**config.mk**
```make
export PLATFORM = sky130hd
export DESIGN_NAME = ps2_rx
export DESIGN_NICKNAME = d
export VERILOG_FILES = /design/src/rtl/ps2_rx_pkg.sv /design/src/rtl/ps2_sync_filter.sv /design/src/rtl/ps2_rx.sv
export SDC_FILE = /design/constraint.sdc
export NUM_CORES = 1
export LEC_CHECK = 0
export CORE_MARGIN = 2
export CORE_UTILIZATION = 50
export DETAILED_ROUTE_END_ITERATION = 12
export MAX_ROUTING_LAYER = met4
export PLACE_DENSITY = 0.71
export SYNTH_ARGS = -nofsm -noshare
export SYNTH_HDL_FRONTEND = slang
export SYNTH_HIERARCHICAL = 1
export SYNTH_SLANG_ARGS = --single-unit
```
**constraint.sdc**
```tcl
create_clock -name clk -period 4.8 [get_ports clk]
set_input_delay 0.48 -clock clk [delete_from_list [all_inputs] [get_ports clk]]
set_output_delay 0.48 -clock clk [all_outputs]
set_load 0.01 [all_outputs]
```
**src/rtl/ps2_rx_pkg.sv**
```systemverilog
// Shared PS/2 receiver definitions: FSM states, frame constants, parity helper.
package ps2_rx_pkg;

  typedef enum logic [1:0] {
    ST_IDLE   = 2'd0,
    ST_DATA   = 2'd1,
    ST_PARITY = 2'd2,
    ST_STOP   = 2'd3
  } state_t;

  localparam int unsigned DATA_BITS = 8;
  localparam logic        START_LVL = 1'b0;
  localparam logic        STOP_LVL  = 1'b1;

  // Odd parity holds when the data bits plus the parity bit contain an odd number of ones.
  function automatic logic parity_ok(input logic [DATA_BITS-1:0] data, input logic par);
    return ^{data, par};
  endfunction

endpackage

```
**src/rtl/ps2_sync_filter.sv**
```systemverilog
// Two-flop synchroniser plus a level filter for the keyboard clock; reports filtered falling edges.
module ps2_sync_filter #(
  parameter int unsigned FILTER_LEN = 8
) (
  input  logic clk,
  input  logic reset,
  input  logic in,
  output logic out,
  output logic fall
);

  localparam int unsigned CW = (FILTER_LEN > 2) ? $clog2(FILTER_LEN) : 1;

  logic          r_s1;
  logic          r_s2;
  logic          r_level;
  logic          r_level_d;
  logic [CW-1:0] r_cnt;

  // The flip happens on the same edge the counter would reach FILTER_LEN-1, so the
  // filtered level moves FILTER_LEN cycles after stage 1 first captures the change.
  always_ff @(posedge clk) begin
    if (reset) begin
      r_s1      <= 1'b1;
      r_s2      <= 1'b1;
      r_level   <= 1'b1;
      r_level_d <= 1'b1;
      r_cnt     <= '0;
    end else begin
      r_s1      <= in;
      r_s2      <= r_s1;
      r_level_d <= r_level;
      if (r_s2 != r_level) begin
        if (r_cnt == CW'(FILTER_LEN - 2)) begin
          r_level <= r_s2;
          r_cnt   <= '0;
        end else begin
          r_cnt <= r_cnt + CW'(1);
        end
      end else begin
        r_cnt <= '0;
      end
    end
  end

  assign out  = r_level;
  assign fall = ~r_level & r_level_d;

endmodule

```
**src/rtl/ps2_rx.sv**
```systemverilog
// PS/2 device-to-host receiver: filtered clock edges drive an 11-bit frame deserialiser.
module ps2_rx
  import ps2_rx_pkg::*;
#(
  parameter int unsigned FILTER_LEN     = 8,
  parameter int unsigned TIMEOUT_CYCLES = 50000
) (
  input  logic       clk,
  input  logic       reset,
  input  logic       ps2_clk,
  input  logic       ps2_data,
  output logic [7:0] scan_code,
  output logic       scan_ready,
  output logic       frame_error
);

  localparam int unsigned TW = $clog2(TIMEOUT_CYCLES + 1);

  logic w_clk_filt;
  logic w_clk_fall;
  logic w_edge;
  logic w_timeout;

  logic          r_d1;
  logic          r_d2;
  state_t        r_state;
  logic [7:0]    r_shift;
  logic [2:0]    r_cnt;
  logic          r_par;
  logic [TW-1:0] r_to;
  logic [7:0]    r_code;
  logic          r_ready;
  logic          r_err;

  ps2_sync_filter #(
    .FILTER_LEN (FILTER_LEN)
  ) u_clk_filter (
    .clk   (clk),
    .reset (reset),
    .in    (ps2_clk),
    .out   (w_clk_filt),
    .fall  (w_clk_fall)
  );

  assign w_edge    = w_clk_fall & ~w_clk_filt;
  assign w_timeout = (r_to == TW'(TIMEOUT_CYCLES));

  always_ff @(posedge clk) begin
    if (reset) begin
      r_d1 <= 1'b1;
      r_d2 <= 1'b1;
    end else begin
      r_d1 <= ps2_data;
      r_d2 <= r_d1;
    end
  end

  always_ff @(posedge clk) begin
    if (reset) begin
      r_state <= ST_IDLE;
      r_shift <= '0;
      r_cnt   <= '0;
      r_par   <= 1'b0;
      r_to    <= '0;
      r_code  <= '0;
      r_ready <= 1'b0;
      r_err   <= 1'b0;
    end else begin
      r_ready <= 1'b0;
      r_err   <= 1'b0;

      if (w_edge || r_state == ST_IDLE) begin
        r_to <= '0;
      end else if (!w_timeout) begin
        r_to <= r_to + TW'(1);
      end

      // An edge takes priority over a simultaneous timeout.
      if (w_edge) begin
        unique case (r_state)
          ST_IDLE: begin
            if (r_d2 == START_LVL) begin
              r_state <= ST_DATA;
              r_cnt   <= '0;
            end
          end
          ST_DATA: begin
            r_shift <= {r_d2, r_shift[7:1]};
            r_cnt   <= r_cnt + 3'd1;
            if (r_cnt == 3'(DATA_BITS - 1)) begin
              r_state <= ST_PARITY;
            end
          end
          ST_PARITY: begin
            r_par   <= r_d2;
            r_state <= ST_STOP;
          end
          ST_STOP: begin
            if (r_d2 == STOP_LVL && parity_ok(r_shift, r_par)) begin
              r_code  <= r_shift;
              r_ready <= 1'b1;
            end else begin
              r_err <= 1'b1;
            end
            r_state <= ST_IDLE;
          end
          default: r_state <= ST_IDLE;
        endcase
      end else if (r_state != ST_IDLE && w_timeout) begin
        r_state <= ST_IDLE;
        r_shift <= '0;
        r_cnt   <= '0;
        r_err   <= 1'b1;
      end
    end
  end

  assign scan_code   = r_code;
  assign scan_ready  = r_ready;
  assign frame_error = r_err;

endmodule

```
==> summary.txt <==
Drt
  • # DRC: 0
  • Initial detailed-routing violation count: slightly above 70
  • Avg Vias per Cell: approximately 5.5
  • Vias: around 1700
  • Avg WL per Cell: around 12 µm
  • Final ANT Viol Nets: 0
  • Final wirelength: slightly below 4 mm
  • Router iterations before antenna repair: 4

Floorplan
  • FP Rows: 24
  • Die area: ~0.0053 mm²
  • Die width: ~73 µm
  • Starting density of the core: 52.8%
  • I/O pin total: 14
  • Core area: 0.00444 mm²
  • Die Height: 72.5 µm

Logic synthesis
  • Top-area cell type share of the netlist area: between 40% and 50%
  • Post-synth EDFFs: 0
  • Post-synthesis sequential area ratio: 41.8%
  • Top FF cell, synth: dfxtp_1
  • Synth unique cells: roughly 50
  • Syn Nets: between 200 and 300
  • Top cells by area, synth: dfxtp_1, ha_1, nand2b_1, o211ai_1, a21oi_1
  • Async set-reset flop share out of synthesis: 0%
  • Mapped Cells: between 200 and 250
  • Mapped Area: 0.00235 mm²
  • Flops & latches, synth: between 40 and 50
  • Avg Synthesized Cell Area: 9.42 µm²
  • Yosys top cell by area: dfxtp_1
  • Yosys warns: 6

STA
  • Final setup fails: 0
  • Setup Skew: around 6.2 ps
  • Maximum clock frequency: 440 MHz
  • Sum Neg Setup Slack: 0 ps
  • Worst-margin pin slew: 815 ps
  • Worst hold margin: 408 ps
  • Slew Limit Fails: 0
  • Max-slew headroom: 45.5%
  • Final hold violation count: 0
  • Final period utilization: 47.4%
  • RSZ-0062 raised after global routing: false
  • Final Critical Period: approximately 2300 ps

Finish
  • Commonest non-fill, non-tap cell in the layout: dfxtp_1
  • Most frequent cells in the layout: dfxtp_1, nand2_1, a21oi_1, nand2b_1
  • Share of layout cells above drive strength 1: 8.49%
  • Final nets: around 270
  • Antenna cells: 0
  • Fin cells: between 300 and 400
  • Core Util, Final: between 50% and 60%
  • P&R area growth vs syn: 12.3%

Setup path
  • CP Capture Type: register
  • Arrival time at the worst endpoint: 2490 ps
  • Kind of critical path: reg2reg
  • CP Launch Type: register
  • CP Max Fanout: 19
  • Reg2reg setup slack: 2530 ps
  • Worst Path Required: approximately 5000 ps

Global route
  • GR Util All Layers: roughly 17%
  • Grt ovf: 0
  • Vias in the first global route: about 1500
  • First-pass GRT wire length: 6.90 mm
  • Largest net degree at the start of global routing: 43
  • Initial antenna violation count: 0

Power and ir drop
  • Pwr/cell area: between 200 and 300 mW/mm²
  • Pwr Total: ~0.00076 W
  • Internal: ~0.00062 W
  • Clock power frac: roughly 44%
  • Leakage: approximately 0.85 nW
  • Sequential power share: 53.9%
  • Worst IR drop on VDD: approximately 0.15 mV
  • Net Sw Frac: between 15 and 20%
  • Power share of the combinational group: under 10%
  • Switching power total: ~0.00014 W

Clock network
  • Resize count post-CTS: 0
  • Hold_buf cts: 0
  • Post-CTS Setup Bufs: 0
  • Clock tree root driver cell: clkbuf_8
  • H-Tree Depth: 2
  • Clk_lat worst skew: 300 ps
  • CTS buffer count: 5
  • CTS tree: done
  • Clock-pin transition on the worst setup and hold timing paths: around 90 ps
  • Clk buf depth: 2
  • Clk sink count: 49

Run status
  • Run status: completed

Placed design
  • Routability cong.: 0.800
  • Cells after DPL: roughly 300
  • DP HPWL: between 2 and 3 mm
  • I/O Buffers: 13

Min path
  • HP Class: reg2reg

Job
  • Max Cap Viol: 0
layout make-up:
cell class | instances | area, µm²
clock buffer | 5 | 68.8
clock inverter | 3 | 65.1
fill | 405 | 1810
inverter | 6 | 22.5
multi-input combinational | 182 | 1290
sequential | 49 | 981
tap | 52 | 65.1
timing repair buffer | 14 | 138
state kept, by name, indices dropped and copies added (netlist names):
register,count
frame_error,1
r_cnt,3
r_d1,1
r_d2,1
r_par,1
r_shift,8
r_state,2
r_to,16
scan_code,8
scan_ready,1
u_clk_filter/out,1
u_clk_filter/r_cnt,3
u_clk_filter/r_level_d,1
u_clk_filter/r_s1,1
u_clk_filter/r_s2,1
power by group through the flow:
stage | clock network [W] | registers [W] | logic [W]
after floorplan | 0 | 0.000418 | 0.00000742
after global placement | 0 | 0.000419 | 0.0000126
after detailed placement | 0 | 0.000419 | 0.0000126
after CTS | 0.000347 | 0.000409 | 0.0000126
after global routing | 0.000362 | 0.000409 | 0.0000137
final | 0.000337 | 0.000409 | 0.0000124
worst paths after layout:
kind                     startpoint                end  cells after the start
hold / removal    u_clk_filter/r_s1  u_clk_filter/r_s2                      1
hold reg to reg   u_clk_filter/r_s1  u_clk_filter/r_s2                      1
setup reg to reg           r_to[12]        frame_error                      4
setup / recovery           r_to[12]        frame_error                      4
cells in the mapped netlist (5+ instances only):
cell,n
dfxtp_1,49
a21oi_1,18
nand2_1,18
nand2b_1,18
nor2_1,13
o211ai_1,13
ha_1,10
clkbuf_1,9
mux2i_1,9
xor2_1,9
nand3_1,8
nand4_1,8
or2_2,7
xnor2_1,7
inv_1,6
nor2b_1,5
logic make-up (layout without fill, tap and decap cells):
family,Yosys count,in the layout,share of synthesized area (%)
AND/OR/NAND/NOR,98,98,23.5
flip-flops,49,49,41.8
AO/OA/AOI/OAI,46,46,13.5
XOR/XNOR,18,18,8.00
buffers and inverters,18,28,2.99
adder cells (fa/ha/maj),10,10,5.33
multiplexers,10,10,4.80
worst max-delay path, cell delays in order, from the launching register on:
cell	delay (ps)
dfxtp_1	350
nor4b_1	360
nand4_1	710
o2bb2a_1	580
a211oi_1	190
routing by layer:
layer / track usage [%] / vias to the layer above / share of wire, %
met1: 23.7 / 779 / 54
met4: 4.94 / 0 / 1.2
met3: 3.75 / 6 / 2.6
li1: - / 898 / -
met2: 24.4 / 24 / 42
met5: - / - / 0
stage by stage:
step	area, µm²	setup WS [ps]
finish	2640	2530
global route	2640	2340
CTS	2640	2550
detailed placement	2500	2570
global placement	2500	2630
floorplan	2350	3100
No activity file was read; power rests on OpenSTA's default activity.
==> RTL edit (same settings) <==
The 4 states of `state_t` get a one-hot encoding in 4 bits.
--- a/src/rtl/ps2_rx_pkg.sv
+++ b/src/rtl/ps2_rx_pkg.sv
@@ -2,9 +2,9 @@
 package ps2_rx_pkg;
 
-  typedef enum logic [1:0] {
-    ST_IDLE   = 2'd0,
-    ST_DATA   = 2'd1,
-    ST_PARITY = 2'd2,
-    ST_STOP   = 2'd3
+  typedef enum logic [3:0] {
+    ST_IDLE   = 4'b0001,
+    ST_DATA   = 4'b0010,
+    ST_PARITY = 4'b0100,
+    ST_STOP   = 4'b1000
   } state_t;
 
Formal check against the unedited RTL: no difference found for any inputs over 10 cycles, from zero or initial values and one cycle with reset high; not proved beyond that.
==> RTL edit against the unedited design <==
- non-clock buffer count grew 1
- maximum frequency shrank 0.75%
- wire length shrank 3.8%
- core utilization shrank 1.5 points
- design area shrank 3.2%
- sequential power grew 4%
- sequential cell count grew 2
- total power shrank 14%
- synthesized cell count shrank 3.2%
- first-iteration DRC count grew 27%
- worst setup slack lost 0.017 ns
- area after synthesis shrank 1.1%
- largest cell class unchanged
==> RTL edit: results (changes against the unedited design) <==
status = complete, no violations (unchanged)
endpoint with the worst hold slack = u_clk_filter/r_s2 (unchanged)
Yosys warnings = 6 (unchanged)
internal cell power = 527 µW (was 621 µW)
Clock Skew = 0.00499 ns (was 0.00619 ns)
standard cell with the maximum stage delay on the critical path = nor4_4 (was nand4_1)
Starting DRT DRC Count = 90 (was 71)
remaining max-slew budget at the tightest pin = 0.591 (was 0.455)
number of I/O port buffers = 13 (unchanged)
reg2reg setup slack = 2.51 ns (was 2.53 ns)
DR WL/cell = 12.1 µm (was 12.4 µm)
hold path depth = 1 (unchanged)
Worst Path Arrival = 2.51 ns (was 2.49 ns)
Post-CTS Repair Setup Buffers = 0 (unchanged)
total track usage = 0.164 (was 0.169)
Skew-Pair Late Insertion Delay = 0.29 ns
max reg flops = 16 (unchanged)
maximum buffer depth of the clock tree = 2 (unchanged)
Post-Syn Nets = 251 (was 263)
final weighted congestion in routability-driven placement = 0.774 (was 0.800)
via count normalized by instance count = 5.47 (was 5.49)
Pleak = 0.000919 µW (was 0.000853 µW)
number of antenna violations at the first check in global routing = 0 (unchanged)
launch point of the worst hold path = u_clk_filter/r_s1 (unchanged)
# nets final = 264 (was 272)
clock input transition at the sequential cells of the worst setup and hold paths = 0.08 ns
Post-DP HPWL = 2630 µm (was 2660 µm)
total cell area at the placement stage = 2480 µm² (was 2500 µm²)
maximum number of pins on one net before global-route repair = 37 (was 43)
number of inserted diodes = 0 (unchanged)
FF-to-FF End = r_state[1] (was frame_error)
Filler cells = 405 (unchanged)
Unique masters post-synth = 52 (was 49)
vias in the first global route = 1,514 (was 1,511)
number of gates resized after CTS = 0 (unchanged)
wire length of the first global-routing pass = 6620 µm (was 6900 µm)
clock buffer count from CTS = 5 (unchanged)
worst reg2reg startpoint = r_to[11] (was r_to[12])
dominant delay contributor by cell family on the critical path = simple AND/OR/NAND/NOR gates (unchanged)
register with the most flip-flops = r_to (unchanged)
primary flip-flop cell chosen by synthesis mapping = dfxtp_1 (unchanged)
critical path fanouts, max = 9 (was 19)
share of flip-flops with an asynchronous set or reset = 0 (unchanged)
maximum single-stage delay on the critical path = 0.60 ns (was 0.71 ns)
share of post-route cells with drive strength above 1 = 0.103 (was 0.0849)
post-synthesis sequential area ratio = 0.440 (was 0.418)
worst-case reg-to-reg path depth = 5 (was 4)
VDD IR-drop max = 0.208 mV (was 0.152 mV)
type of the tightest min-delay check = reg2reg (unchanged)
synth cell count leaders = dfxtp_1, nor2_1, nand2_1 (was dfxtp_1, a21oi_1, nand2_1, nand2b_1)
largest cells by area after synthesis = dfxtp_1, nor2_1, xor2_1, mux2i_1, a2bb2oi_1 (was dfxtp_1, ha_1, nand2b_1, o211ai_1, a21oi_1)
## RTL edit: cell type report
class,instances,area share
Tap cell,52,0.0255
Timing Repair Buffer,15,0.0569
Inverter,7,0.0103
Clock buffer,6,0.0284
Sequential cell,51,0.400
Multi-Input combinational cell,174,0.479
## RTL edit: stage by stage
step / hold WS, ns / utilization / instances
6_report: 0.415 / 0.578 / 305
2_1_floorplan: 0.389 / - / 241
4_1_cts: 0.416 / 0.578 / 305
3_3_place_gp: 0.393 / 0.562 / 299
5_1_grt: 0.436 / 0.578 / 305
3_5_place_dp: 0.397 / 0.562 / 299
## RTL edit: kinds of logic (layout without fill, tap and decap cells)
logic type                 count (synthesis)  in the layout  synth area share
muxes                                     11             11            0.0528
buffers and inverters                     16             28            0.0340
DFF                                       51             51             0.440
and+or+nand+nor                          101            101             0.232
AOI/OAI and AO/OA                         35             35             0.118
xor gates and xnor gates                  21             21            0.0911
adders and majority gates                  6              6            0.0323
## RTL edit: layer usage
layer,up-vias,GRT usage,wire length [µm]
met2,15,0.255,1680
met1,785,0.210,1890
li1,865,-,-
met3,4,0.0375,86
met4,0,0.0566,41
met5,-,-,0
## RTL edit: power by group through the flow
stage	clock network [µW]	registers (µW)	logic (µW)
2_1_floorplan	0	435	5.97
4_1_cts	229	426	10.7
3_3_place_gp	0	436	10.6
3_5_place_dp	0	436	10.7
6_report	218	426	10.6
5_1_grt	247	426	11.8
## RTL edit: how the worst max path moves through the flow
stage	from	to	slack [ns]	cells past startpoint
6_report	r_to[11]	r_state[1]	2.51	5
5_1_grt	r_state[1]	scan_code[0]	2.34	5
4_1_cts	r_to[11]	r_state[1]	2.48	5
2_1_floorplan	r_state[2]	scan_code[0]	2.67	6
3_5_place_dp	r_state[1]	scan_code[5]	2.49	5
3_3_place_gp	r_state[1]	scan_code[0]	2.52	5
